--- src/rtl/sms_phase_gen.sv ---
// sms_phase_gen: N-phase, non-overlapping, one-hot timing ring driven from the master oscillator.
//
// Each phase dwells div+1 clocks. The ring free-runs while run is high and stops only on a cycle
// boundary. While stopped, a rising edge on step runs exactly one ring cycle. trig toggles once
// per completed ring cycle, and trig_n is its registered complement.
//
// Ports:
//   clk        master oscillator clock; all state changes on the rising edge
//   rst_n      asynchronous active-low reset
//   div        dwell control; each phase lasts div+1 clocks
//   run        level; 1 = free-run, 0 = stop at the next cycle boundary
//   step       a rising edge requests one ring cycle while stopped
//   phase      one-hot active phase; all-zero when stopped
//   trig       binary trigger; toggles at each completed ring cycle
//   trig_n     complement of trig
//   cycle_end  one-clock pulse on the last clock of the last phase
//   running    high while a ring cycle is in progress
module sms_phase_gen #(
    parameter int unsigned PHASES = 2,
    parameter int unsigned DIV_W  = 4
) (
    input  logic              clk,
    input  logic              rst_n,
    input  logic [DIV_W-1:0]  div,
    input  logic              run,
    input  logic              step,
    output logic [PHASES-1:0] phase,
    output logic              trig,
    output logic              trig_n,
    output logic              cycle_end,
    output logic              running
);

    typedef enum logic [1:0] {
        StIdle = 2'd0,
        StRun  = 2'd1,
        StStep = 2'd2
    } state_e;

    localparam logic [PHASES-1:0] PhaseFirst = PHASES'(1);
    localparam logic [DIV_W-1:0]  CntOne     = DIV_W'(1);

    state_e             state_q, state_d;
    logic [PHASES-1:0]  phase_q, phase_d;
    logic [DIV_W-1:0]   cnt_q, cnt_d;
    logic               trig_q, trig_d;
    logic               trig_n_q;
    logic               step_q;
    logic               cycle_end_q, cycle_end_d;
    logic               running_q, running_d;
    logic               step_edge;

    // Step edges are only acted on in StIdle, so edges seen while a cycle is in progress are
    // dropped rather than queued.
    assign step_edge = step & ~step_q;

    always_comb begin
        state_d = state_q;
        phase_d = phase_q;
        cnt_d   = cnt_q;
        trig_d  = trig_q;

        case (state_q)
            StIdle: begin
                if (run) begin
                    state_d = StRun;
                    phase_d = PhaseFirst;
                    cnt_d   = div;
                end else if (step_edge) begin
                    state_d = StStep;
                    phase_d = PhaseFirst;
                    cnt_d   = div;
                end
            end

            StRun, StStep: begin
                if (cnt_q != '0) begin
                    cnt_d = cnt_q - CntOne;
                end else if (!phase_q[PHASES-1]) begin
                    // div is captured on the edge that enters each phase, so a mid-phase change
                    // only affects the following phase.
                    phase_d = phase_q << 1;
                    cnt_d   = div;
                end else begin
                    // Cycle boundary: the only place run is consulted.
                    trig_d = ~trig_q;
                    if ((state_q == StRun) && run) begin
                        phase_d = PhaseFirst;
                        cnt_d   = div;
                    end else begin
                        state_d = StIdle;
                        phase_d = '0;
                        cnt_d   = '0;
                    end
                end
            end

            default: begin
                state_d = StIdle;
                phase_d = '0;
                cnt_d   = '0;
            end
        endcase

        // Registered look-ahead: high for the clock in which the last phase is on its final count.
        cycle_end_d = phase_d[PHASES-1] & (cnt_d == '0);
        running_d   = (state_d != StIdle);
    end

    always_ff @(posedge clk or negedge rst_n) begin
        if (!rst_n) begin
            state_q     <= StIdle;
            phase_q     <= '0;
            cnt_q       <= '0;
            trig_q      <= 1'b0;
            trig_n_q    <= 1'b1;
            step_q      <= 1'b0;
            cycle_end_q <= 1'b0;
            running_q   <= 1'b0;
        end else begin
            state_q     <= state_d;
            phase_q     <= phase_d;
            cnt_q       <= cnt_d;
            trig_q      <= trig_d;
            trig_n_q    <= ~trig_d;
            step_q      <= step;
            cycle_end_q <= cycle_end_d;
            running_q   <= running_d;
        end
    end

    assign phase     = phase_q;
    assign trig      = trig_q;
    assign trig_n    = trig_n_q;
    assign cycle_end = cycle_end_q;
    assign running   = running_q;

endmodule

--- config.mk ---
export PLATFORM = sky130hd
export DESIGN_NAME = sms_phase_gen
export DESIGN_NICKNAME = d
export VERILOG_FILES = /design/src/rtl/sms_phase_gen.sv
export SDC_FILE = /design/constraint.sdc
export NUM_CORES = 1
export LEC_CHECK = 0
export ABC_AREA = 0
export CAP_MARGIN = 20
export CORE_MARGIN = 10
export CORE_UTILIZATION = 53
export CTS_BUF_LIST = sky130_fd_sc_hd__clkbuf_4 sky130_fd_sc_hd__clkbuf_8
export CTS_CLUSTER_SIZE = 20
export DETAILED_ROUTE_END_ITERATION = 8
export MAX_ROUTING_LAYER = met4
export PLACE_DENSITY = 0.8
export SLEW_MARGIN = 20
export SYNTH_ARGS = -nofsm -noshare
export SYNTH_HDL_FRONTEND = slang
export SYNTH_SLANG_ARGS = --single-unit
--- constraint.sdc ---
create_clock -name clk -period 2.2 [get_ports clk]
set_input_delay 0.55 -clock clk [delete_from_list [all_inputs] [get_ports clk]]
set_output_delay 0.55 -clock clk [all_outputs]
set_load 0.02 [all_outputs]
* Word level (Yosys, flattened, before mapping) *
Index checks and enable logic that the tools add are counted.
Widths: inputs -> output; s select.

operators by class
  equality and inequality tests = 4
  multiplexer cells = 21
  bitwise gates (word level) = 5
  $add $sub $neg = 1
  reduce and logical (&&, ||, !) cells = 7

operators by type and width
  kind                 count
  $mux 4               5
  $mux 2               9
  $pmux 2 s2           2
  $pmux 4 s2           1
  $logic_not 4->1      1
  $mux 1               4
  $reduce_bool 4->1    1
  $sub 4x1->4 const B  1
  $ne 3x3->1 const B   1
  $not 1->1            3
  $and 1x1->1          2
  $eq 2x1->1 const B   1
  $eq 2x2->1 const B   1
  $logic_not 2->1      1
  $ne 2x2->1 const B   1
  $reduce_and 2->1     1
  $reduce_bool 2->1    1
  $reduce_or 2->1      1
  $logic_and 1x1->1    1

word-level totals
  register bits = 13
  logic and storage cells = 47
  output and inout port bits = 6
  input port bits = 8

* Depth between registers and ports, before layout *
  depth after elaboration = 8
  gate-level depth with buffers = 8
  mapped depth without buffers = 7

* Worst setup path before layout *
Ideal clock, no wire load.

  path kind = register -> register
  start point = reg cnt_q[0]
  end point = reg cycle_end_q (netlist: cycle_end)
  path buffers = 1
  data arrival time = 1708 ps
  stages on the path, launching flop included = 9
  path slack = 396 ps
  library setup time = 96 ps
  data required time = 2104 ps
  clock period less this slack = 1804 ps
  cells stage by stage = dfrtp_1 -> inv_1 -> ha_1 -> or3b_1 -> buf_6 -> o21a_4 -> o211ai_2 -> a21oi_2 -> nor4_2

on the way
  word-level cells in the longest chain between the ends = 5
  elaborated cells on any way between the ends = 10
  classes of those cells = add/sub (1); mux (6); bitwise (1); reduce/logical (2)

RTL lines
  what                                 line    RTL
  from (decl)                          45      logic [DIV_W-1:0] cnt_q, cnt_d;
  from (signal assigned)               123     cnt_q <= cnt_d;
  $sub 4x1->4 (tied with other cells)  78      cnt_d = cnt_q - CntOne;
  $mux 4 (on tied branches)            77, 65
  $pmux 4 s2 (*)                       63      case (state_q)
  via cnt_d[0]                         45
  $logic_not 4->1 (*)                  106     cycle_end_d = phase_d[PHASES-1] & (cnt_d == '0);
  $and 1x1->1 (*)                      106
  via cycle_end_d                      49      logic cycle_end_q, cycle_end_d;
  to (signal assigned)                 127     cycle_end_q <= cycle_end_d;
  to (decl)                            49

The timed path passes the listed nets; every way through them passes the cells marked *. The select of a mux whose other input is x is not followed.
A chain may end at the register's enable or synchronous reset.

* Worst setup path in the final report *
Ends and elaborated chain as after synthesis.

==> reports/qor.yml <==
status: "completed"
synth_area_sq_um: 786
htree_levels: 1
slowest_stage: "or3b_1"
drt_pre_antenna_iters: 4
seq_area_sq_um: 327
clk-insertion-delay-late_ps: 270
final_layout_size_suffix_gt1_share_pct: 18.0
multi_input_area_sq_um: 418
start_util_pct: 58.2
avgSynthCellArea_sq_um: 9.95
hpwl_mm: 1.51
synthMostInstantiatedCell: "dfrtp_1"
synth_cells: 79
path_clk_slew_ps: 80
cts_root_buf: "clkbuf_4"
synth_edf_count: 0
timing.hold.ws_ps: 499
grt_overflow: 0
grt_max_degree: 14
placed_area_sq_um: 961
internal_power_mw: 0.833
cp.required_ps: 2380
vias: 688
worstPathMaxFanout: 6
max_slew_margin_pct: 60.0
fillers: 102
max-vdd-ir-drop_v: 0.000789
maxSlewViolCount: 0
die_x_um: 58.5
postCtsHoldBufs: 0
hold_start: "trig"
fin_area_sq_um: 991
clockPowerShare_pct: 10.6
tritoncts: "done"
ys_ff_latch: 13
synthTopCellsByArea: "dfrtp_1, ha_1, inv_1, dfstp_2, nand2_1"
worst_path_largest_cell_delay_ps: 500
core_sq_um: 1350
final-setup-viol-count: 0
arrival_ps: 2200
grt_pass1_wl_mm: 3.30
yosysSeqAreaShare_pct: 41.6
drtIter0Drc: 32
leakagePower_nw: 0.456
via_per_inst: 5.98
antenna_found_initial: 0
track_usage_pct: 12.1
synthTopCellsByCount: "dfrtp_1, inv_1, nand2_1"
antenna_cells: 0
min_path_type: "reg -> reg"
reg2reg_from: "cnt_q[0]"
synthDistinctLibCells: 38
wl_mm: 1.92
critPathKind: "reg -> reg"
fp.dieH_um: 58.5
maxCapViolCount: 0
p_sw_mw: 0.637
port-buffer-count: 13
path_cells: "inv_1 -> ha_1 -> or3b_1 -> o21a_4 -> o211ai_2 -> a21oi_2 -> nor4_2"
area_growth_pct: 26.1
finClkSkew_ps: 6.71
synth_top_area_share_pct: 38.2
end_kind: "flip-flop"
cp-start-kind: "flip-flop"
gp_congestion: 0.858
power_frac_comb_pct: 60.5
num_rows: 13
synth_fp_nets: 91
nets: 113
cts_resized: 0
swShare_pct: 43.3
rsz0062_at_grt: "false"
wire_per_inst_um: 16.7
drtAntennaViolNets: 0
fin_crit_ps: 2020
postCtsSetupRepairBufs: 0
die_area_sq_um: 3420
max_freq_mhz: 496
post-route-period-util_pct: 91.7
p_seq_share_pct: 28.9
powerDensity_nw_per_um2: 1480
ys.flop_type: "dfrtp_1"
async_flop_share_pct: 100
pin_count: 14
clkSinkCount: 13
yosysTopAreaCell: "dfrtp_1"
yosysWarnings: 0
grt_pass1_vias: 712
crit_path_start: "cnt_q[0]"
cts-buffers-inserted: 3
worstMarginPinSlew_ps: 597
clockBufferDepth: 2
drt_drc_violations_left: 0
hold_viol: 0
-- metrics by stage --
stage | instances | power, mW | util (%) | setup WS [ps] | setup TNS [ps]
after detailed placement | 111 | 1.31 | 71.2 | -11.0 | -11.0
after CTS | 115 | 1.47 | 73.4 | 178 | 0
after floorplan | 79 | 1.06 | - | 396 | 0
final | 115 | 1.47 | 73.4 | 183 | 0
after global routing | 115 | 1.60 | 73.4 | 44.7 | 0
after global placement | 111 | 1.28 | 71.2 | 42.1 | 0
-- sequential cells by signal, summed over array words and instances, names as in the netlist --
signal     cells
cnt_q          4
phase          2
state_q        2
cycle_end      1
running        1
step_q         1
trig           1
trig_n         1
-- critical path, delay by kind of cell (launching register included) --
family	cells	cell delay, ps
buffers and inverters	1	90
DFF	1	420
adders and majority gates	1	250
AOI/OAI and AO/OA	3	410
and+or+nand+nor	2	750
-- routing by layer --
layer	track usage, %	vias up	part of all wire (%)
li1	-	331	-
met1	14.4	322	44
met2	19.6	33	46
met3	4.08	2	9.7
met4	2.01	0	0.99
met5	-	-	0
-- area by class of cell --
type                    count  area share, %
clock buffers               4           3.03
flip-flops and latches     13           33.0
repair buffers             18           16.9
well taps                  15           1.89
inverters                   8           3.03
multi-input cells          57           42.2
-- cell usage in the layout, fill, tap and decap left out, types with 2 or more instances in the layout --
cell type	instances
nor2_1	4
a31oi_1	4
clkbuf_4	4
mux2i_1	2
ha_1	4
nand2_1	7
o32ai_1	2
o21ai_0	2
a21oi_1	5
inv_1	8
dfrtp_1	12
buf_4	5
nor2b_1	2
clkdlybuf4s50_1	13
-- power groups by stage --
stage               sequential [mW]  clock, mW  combinational [mW]
floorplan                     0.449          0               0.610
global placement              0.421          0               0.856
detailed placement            0.429          0               0.878
CTS                           0.424      0.162               0.888
global route                  0.444      0.176               0.981
finish                        0.425      0.156               0.889
-- cells by family after synthesis --
logic type	Yosys count	share of synthesized area [%]
DFF	13	41.6
AOI/OAI and AO/OA	26	25.2
and+or+nand+nor	24	18.0
xor gates and xnor gates	1	1.11
adders and majority gates	4	6.37
buffers and inverters	9	5.25
muxes	2	2.55
-- worst paths after layout --
path | to | slack [ps] | cells after the start
worst max register to register | cycle_end | 180 | 7
worst max-delay path | cycle_end | 180 | 7
worst min register to register | trig | 500 | 1
max in group asynchronous | running | 1150 | 1
worst min-delay path | trig | 500 | 1
min in group asynchronous | step_q | 650 | 1
Note: power is estimated with default switching activity, not from simulation.
